## config.mk

```make
export PLATFORM = sky130hd
export DESIGN_NAME = tdm_demux4
export DESIGN_NICKNAME = d
export VERILOG_FILES = /design/src/rtl/tdm_demux4.sv
export SDC_FILE = /design/constraint.sdc
export NUM_CORES = 1
export LEC_CHECK = 0
export ABC_AREA = 1
export CAP_MARGIN = 0
export CORE_UTILIZATION = 40
export CTS_BUF_LIST = sky130_fd_sc_hd__clkbuf_8
export DETAILED_ROUTE_END_ITERATION = 10
export DONT_BUFFER_PORTS = 1
export PLACE_DENSITY = 0.53
export SLEW_MARGIN = 15
export SYNTH_ARGS = -nofsm -noshare
export SYNTH_HDL_FRONTEND = slang
export SYNTH_SLANG_ARGS = --single-unit
```

## constraint.sdc

```tcl
create_clock -name clk -period 1.7 [get_ports clk]
set_input_delay 0.34 -clock clk [delete_from_list [all_inputs] [get_ports clk]]
set_output_delay 0.34 -clock clk [all_outputs]
set_load 0.02 [all_outputs]
```

## src/rtl/tdm_demux4.sv

```systemverilog
// Receive side of the 4:1 TDM link: tracks slot position from the sync flag,
// collects four channel samples into shadow registers and publishes whole frames.
module tdm_demux4 #(
    parameter int WIDTH            = 1,
    parameter bit SYNC_EVERY_FRAME = 1'b1
) (
    input  logic               clk,
    input  logic               rst_n,
    input  logic               en,
    input  logic [WIDTH-1:0]   din,
    input  logic               sync,
    output logic [4*WIDTH-1:0] out,
    output logic               frame_valid,
    output logic [1:0]         slot,
    output logic               locked,
    output logic               sync_err
);

    typedef enum logic {
        HUNT   = 1'b0,
        LOCKED = 1'b1
    } state_t;

    state_t               state;
    state_t               state_nxt;

    // Slot 3 goes straight to out, so only slots 0..2 need holding.
    logic [2:0][WIDTH-1:0] shadow;
    logic [2:0][WIDTH-1:0] shadow_nxt;
    logic [4*WIDTH-1:0]   out_nxt;
    logic [1:0]           slot_nxt;
    logic                 frame_valid_nxt;
    logic                 sync_err_nxt;

    // Per-strobe decode shared by the next-state and output processes.
    logic                 start_frame;
    logic                 take_sample;
    logic                 drop_lock;

    always_ff @(posedge clk or negedge rst_n) begin
        if (!rst_n) begin
            state  <= HUNT;
            locked <= 1'b0;
        end else begin
            state  <= state_nxt;
            locked <= (state_nxt == LOCKED);
        end
    end

    always_comb begin
        state_nxt   = state;
        start_frame = 1'b0;
        take_sample = 1'b0;
        drop_lock   = 1'b0;
        if (en) begin
            case (state)
                HUNT: begin
                    if (sync) begin
                        start_frame = 1'b1;
                        state_nxt   = LOCKED;
                    end
                end
                LOCKED: begin
                    // A sync always restarts at slot 0, whether on time or early.
                    if (sync) begin
                        start_frame = 1'b1;
                    end else if (slot == 2'd0 && SYNC_EVERY_FRAME) begin
                        drop_lock = 1'b1;
                        state_nxt = HUNT;
                    end else begin
                        take_sample = 1'b1;
                    end
                end
                default: state_nxt = HUNT;
            endcase
        end
    end

    always_comb begin
        shadow_nxt      = shadow;
        out_nxt         = out;
        slot_nxt        = slot;
        frame_valid_nxt = 1'b0;
        sync_err_nxt    = 1'b0;
        if (start_frame) begin
            shadow_nxt[0] = din;
            slot_nxt      = 2'd1;
            sync_err_nxt  = (state == LOCKED) && (slot != 2'd0);
        end else if (drop_lock) begin
            slot_nxt     = 2'd0;
            sync_err_nxt = 1'b1;
        end else if (take_sample) begin
            case (slot)
                2'd0: shadow_nxt[0] = din;
                2'd1: shadow_nxt[1] = din;
                2'd2: shadow_nxt[2] = din;
                default: begin
                    out_nxt         = {din, shadow[2], shadow[1], shadow[0]};
                    frame_valid_nxt = 1'b1;
                end
            endcase
            slot_nxt = slot + 2'd1;
        end
    end

    always_ff @(posedge clk or negedge rst_n) begin
        if (!rst_n) begin
            shadow      <= '0;
            out         <= '0;
            slot        <= 2'd0;
            frame_valid <= 1'b0;
            sync_err    <= 1'b0;
        end else begin
            shadow      <= shadow_nxt;
            out         <= out_nxt;
            slot        <= slot_nxt;
            frame_valid <= frame_valid_nxt;
            sync_err    <= sync_err_nxt;
        end
    end

endmodule
```

==> results of run 1 <==
-- final timing paths --
kind                                        from                  to  slack (ns)  depth (start not counted)
min in group asynchronous                  rst_n  out[0]$_DFFE_PN0P_        0.52                          1
hold reg to reg            shadow[0]$_DFFE_PN0P_  out[0]$_DFFE_PN0P_        0.47                          2
max in group asynchronous                  rst_n  out[2]$_DFFE_PN0P_        0.82                          1
setup reg to reg             slot[0]$_DFFE_PN0P_  out[3]$_DFFE_PN0P_        0.47                          8
hold / removal                                en   state$_DFFE_PN0P_        0.31                          3
setup / recovery             slot[0]$_DFFE_PN0P_  out[3]$_DFFE_PN0P_        0.47                          8
-- kinds of logic (layout without fill, tap and decap cells) --
group | count (synthesis) | in the layout | share of synthesized area (%)
buf+inv | 9 | 15 | 6.84
simple gates | 30 | 30 | 24.3
fa+ha+maj | 4 | 4 | 8.83
flops | 12 | 12 | 53.0
compound gates | 8 | 8 | 7.06
-- metrics by stage --
stage               power, mW  cell area [um^2]  util, %  cells
finish                   1.11               652     49.5     84
global route             1.20               652     49.5     84
CTS                      1.13               652     49.5     84
detailed placement      0.863               601     45.6     80
global placement        0.860               601     45.6     80
floorplan               0.775               567        -     63
-- routing by layer --
layer / track usage [%] / vias up / wire (um)
met5: 0 / - / 0
met4: 12.9 / 0 / 12
met3: 5.11 / 2 / 57
met2: 24.2 / 12 / 437
met1: 16.2 / 177 / 409
li1: - / 205 / -
-- sequential cells by signal, summed over array words and instances (netlist names) --
register / count
out: 4
shadow: 3
slot: 2
frame_valid: 1
state: 1
sync_err: 1
-- report_power, final --
part | switching, mW | total (mW) | internal (mW)
combinational | 0.211 | 0.338 | 0.127
clock | 0.0951 | 0.251 | 0.155
sequential | 0.130 | 0.517 | 0.387
-- layout make-up --
cell class,instances,area [um^2],area share (%)
Timing Repair Buffer,3,25.0,3.84
Clock buffer,3,41.3,6.33
Inverter,9,38.8,5.95
Sequential cell,12,300,46.1
Tap cell,15,18.8,2.88
Multi-Input combinational cell,42,228,34.9
-- cell usage after synthesis --
cell type  number  area share, %
ha_1            4            8.8
nand2_4         1            2.0
clkinv_4        1            1.5
o21ai_0         4            3.5
nand3_1         4            3.5
o21ai_1         3            2.6
nand2_2         2            2.2
inv_1           7            4.6
a21oi_1         1           0.88
nor2_4          1            2.0
inv_2           1           0.66
nor2_1          2            1.3
nand2_1        20             13
dfrtp_1        12             53
-- critical path: stages (launching register included) --
cell,delay (ns)
dfrtp_1,0.33
inv_1,0.07
ha_1,0.22
inv_1,0.07
nand2_2,0.06
nor2_4,0.14
nand2_4,0.10
nand2_1,0.07
o21ai_1,0.06
-- placed cells by master, fill, tap and decap left out, drive strengths merged --
| cell type | n |
|---|---|
| nand2 | 23 |
| dfrtp | 12 |
| inv | 8 |
| o21ai | 7 |
| nand3 | 4 |
| ha | 4 |
| clkbuf | 3 |
| nor2 | 3 |
| buf | 2 |
| clkinv | 1 |
| a21oi | 1 |
| dlygate4sd3 | 1 |
-- what timing repair did --
item / 4_1_cts / 5_1_grt
buffers inserted: 0 / 0
gates resized for setup: 0 / 0
hold buffers: 1 / 0
hold endpoints to repair: 12 / 0
==> impl_metrics.env, run 1 <==
export IMPL_status="complete, no violations"
export IMPL_fin_crit_ns=1.23
export IMPL_rsz0062_at_grt="no"
export IMPL_ant_nets=0
export IMPL_cts_tree="yes"
export IMPL_final_layout_size_suffix_gt1_share_pct=15.9
export IMPL_avgViaCountPerCell=4.71
export IMPL_areaGrowthSynthToFinish_pct=15.0
export IMPL_finalWirelength_um=916
export IMPL_cap_violations=0
export IMPL_fin_skew_ns=0.00570
export IMPL_worst_hold_path_type="in2reg"
export IMPL_mappedNetlistArea_um2=567
export IMPL_synth_seq_area_share_pct=53.0
export IMPL_finalSetupTns_ns=0
export IMPL_die_area_um2=1570
export IMPL_grt_overflow_total=0
export IMPL_die_x_um=39.6
export IMPL_h_tree_depth=1
export IMPL_grt_pass1_wl_mm=1.49
export IMPL_cts_buffer_depth=2
export IMPL_fp_dieH_um=39.6
export IMPL_grt_antenna_before_repair=0
export IMPL_num_rows=13
export IMPL_startpoint_type="register"
export IMPL_holdWs_ns=0.306
export IMPL_power_density_nw_per_um2=1700
export IMPL_clkLatencyLatePin_ns=0.23
export IMPL_worst_pin_slew_ns=0.533
export IMPL_gp_congestion=0.679
export IMPL_cp_end_kind="register"
export IMPL_cp_required_ns=1.82
export IMPL_power_leakage_nw=0.357
export IMPL_ys_ff_latch=12
export IMPL_synth_nets=72
export IMPL_hold_viol=0
export IMPL_nFillCells=134
export IMPL_vias=396
export IMPL_coreArea_um2=1320
export IMPL_antenna_cells=0
export IMPL_fmax_mhz=815
export IMPL_wl_per_cell_um=10.9
export IMPL_setup_violations=0
export IMPL_dp_slack_ns=0.452
export IMPL_hpwl_um=695
export IMPL_drt_iter0_markers=5
export IMPL_port_buffers=0
export IMPL_final_nets=80
export IMPL_setup_slack_ns=0.473
export IMPL_synth_cells=63
export IMPL_cts_made_buffers=3
export IMPL_arrival_ns=1.35
export IMPL_yosysWarnings=0
export IMPL_grt_max_degree=13
export IMPL_maxSlewHeadroom_pct=64.4
export IMPL_initial_core_util_pct=43.0
export IMPL_vdd_ir_drop_max_v=0.000658
export IMPL_crit_type="reg2reg"
export IMPL_min_period_over_period_pct=72.2
export IMPL_synth_avg_cell_area_um2=9.00
export IMPL_grt_pass1_vias=365
export IMPL_ioPinCount=14
export IMPL_root_buffer="clkbuf_8"
export IMPL_clock_sinks=12
export IMPL_grt_total_usage_pct=15.4
export IMPL_ys_types=14
export IMPL_drc=0
export IMPL_slew_viol_final=0
export IMPL_cp_max_fo=6
export IMPL_dr_pass1_iters=3
export IMPL_clk_pin_slew_ns=0.05
(Power assumes the default switching activity.)
==> run 2, diff against run 1 <==
clock period = 1.3 ns   (was 1.7 ns; I/O delays follow)
==> impl_metrics.env, run 2 (synthesized netlist as in run 1, its figures left out) <==
export IMPL_status="complete, no violations"
export IMPL_largest_reg_flops=4
export IMPL_grt_total_usage_pct=18.3
export IMPL_holdPathStages=3
export IMPL_coreArea_um2=1320
export IMPL_port_buffers=0
export IMPL_cts_made_buffers=3
export IMPL_vdd_ir_drop_max_v=0.00138
export IMPL_layout_commonest_cell="nand2_1"
export IMPL_avgViaCountPerCell=4.83
export IMPL_clk_pin_slew_ns=0.05
export IMPL_root_buffer="clkbuf_8"
export IMPL_cts_buffer_depth=2
export IMPL_ant_nets=0
export IMPL_p_total_mw=1.65
export IMPL_startpoint_type="register"
export IMPL_grt_overflow_total=0
export IMPL_grt_antenna_before_repair=0
export IMPL_ioPinCount=14
export IMPL_finalWirelength_mm=1.01
export IMPL_cts_setup_buffers=0
export IMPL_grt_max_degree=13
export IMPL_vias=425
export IMPL_nFillCells=123
export IMPL_r2r_cells=9
export IMPL_gp_congestion=0.646
export IMPL_grt_pass1_wl_mm=1.73
export IMPL_power_density_nw_per_um2=2350
export IMPL_grt_pass1_vias=401
export IMPL_power_leakage_nw=0.376
export IMPL_clock_sinks=12
export IMPL_reg_top3="out: 4 flops, shadow: 3 flops, slot: 2 flops"
export IMPL_fp_dieH_um=39.6
export IMPL_fin_crit_ns=1.20
export IMPL_final_nets=83
export IMPL_final_layout_size_suffix_gt1_share_pct=24.7
export IMPL_dr_pass1_iters=4
export IMPL_drt_iter0_markers=4
export IMPL_worst_hold_path_type="in2reg"
export IMPL_rsz0062_at_grt="no"
export IMPL_crit_type="reg2reg"
export IMPL_cp_end_kind="register"
export IMPL_cap_violations=0
export IMPL_maxSlewHeadroom_pct=64.5
export IMPL_areaGrowthSynthToFinish_pct=24.1
export IMPL_fin_skew_ns=0.00163
export IMPL_top_register="out"
export IMPL_num_rows=13
export IMPL_holdWs_ns=0.218
export IMPL_finalSetupTns_ns=0
export IMPL_clkLatencyLatePin_ns=0.24
export IMPL_multi_input_area_um2=240
export IMPL_setup_violations=0
export IMPL_wl_per_cell_um=11.4
export IMPL_antenna_cells=0
export IMPL_cts_tree="yes"
export IMPL_seq_area_um2=303
export IMPL_min_period_over_period_pct=92.6
export IMPL_die_area_um2=1570
export IMPL_hold_viol=0
export IMPL_fmax_mhz=831
export IMPL_cp_max_fo=6
export IMPL_cp_required_ns=1.44
export IMPL_drc=0
export IMPL_worst_pin_slew_ns=0.531
export IMPL_arrival_ns=1.34
export IMPL_most_common_layout_cells="20 x nand2_1, 10 x dfrtp_1, 7 x inv_1, 5 x buf_4"
export IMPL_h_tree_depth=1
export IMPL_die_x_um=39.6
export IMPL_hpwl_um=684
export IMPL_initial_core_util_pct=43.0
export IMPL_slew_viol_final=0
run 2: cell types whose count changed in the layout (fill, tap and decap cells not counted), sizes merged:
cell,delta
buf,+3
clkbuf,+1
run 2: area by class of cell:
| class | instances | share of cell area [%] |
|---|---|---|
| inverter | 9 | 5.52 |
| sequential | 12 | 43.1 |
| clock buffer | 4 | 7.83 |
| timing repair buffer | 6 | 6.76 |
| tap | 15 | 2.67 |
| multi-input combinational | 42 | 34.2 |
run 2: timing repair:
item / CTS / global route
setup endpoints to repair: 0 / 3
hold endpoints to repair: 12 / 0
hold buffers: 1 / 0
gates resized for setup: 0 / 2
run 2: stage by stage:
step | setup WS, ns | instances | instance area (um^2) | util (%)
2_1_floorplan | 0.00961 | 63 | 569 | -
3_3_place_gp | 0.127 | 83 | 626 | 47.5
3_5_place_dp | 0.106 | 83 | 626 | 47.5
4_1_cts | 0.0925 | 88 | 691 | 52.4
5_1_grt | 0.00500 | 88 | 703 | 53.4
6_report | 0.0967 | 88 | 703 | 53.4
run 2: final timing paths:
path                                       start               endpoint  slack (ns)
setup / recovery             slot[0]$_DFFE_PN0P_     out[2]$_DFFE_PN0P_         0.1
hold / removal                                en      state$_DFFE_PN0P_        0.22
setup reg to reg             slot[0]$_DFFE_PN0P_     out[2]$_DFFE_PN0P_         0.1
hold reg to reg            shadow[0]$_DFFE_PN0P_     out[0]$_DFFE_PN0P_        0.48
max in group asynchronous                  rst_n    slot[0]$_DFFE_PN0P_        0.48
min in group asynchronous                  rst_n  shadow[0]$_DFFE_PN0P_        0.43
run 2: where the power goes:
| part | internal, mW | switching, mW |
|---|---|---|
| combinational | 0.240 | 0.334 |
| sequential | 0.511 | 0.157 |
| clock | 0.268 | 0.144 |
| total | 1.02 | 0.635 |
run 2: layer usage:
layer | vias to the layer above | global-route usage, % | wire length, um
li1 | 219 | - | -
met1 | 188 | 20.4 | 446
met5 | - | 0 | 0
met2 | 13 | 26.6 | 465
met4 | 0 | 10.3 | 27
met3 | 5 | 10.8 | 66
run 2: critical path, cell delays in order, from the launching register on:
cell      delay (ns)
dfrtp_2         0.39
inv_1           0.12
ha_4            0.16
inv_1           0.05
nand2_2         0.08
nor2_4          0.05
nand2_4         0.09
clkinv_4        0.06
nand2_1         0.05
nand2_1         0.05
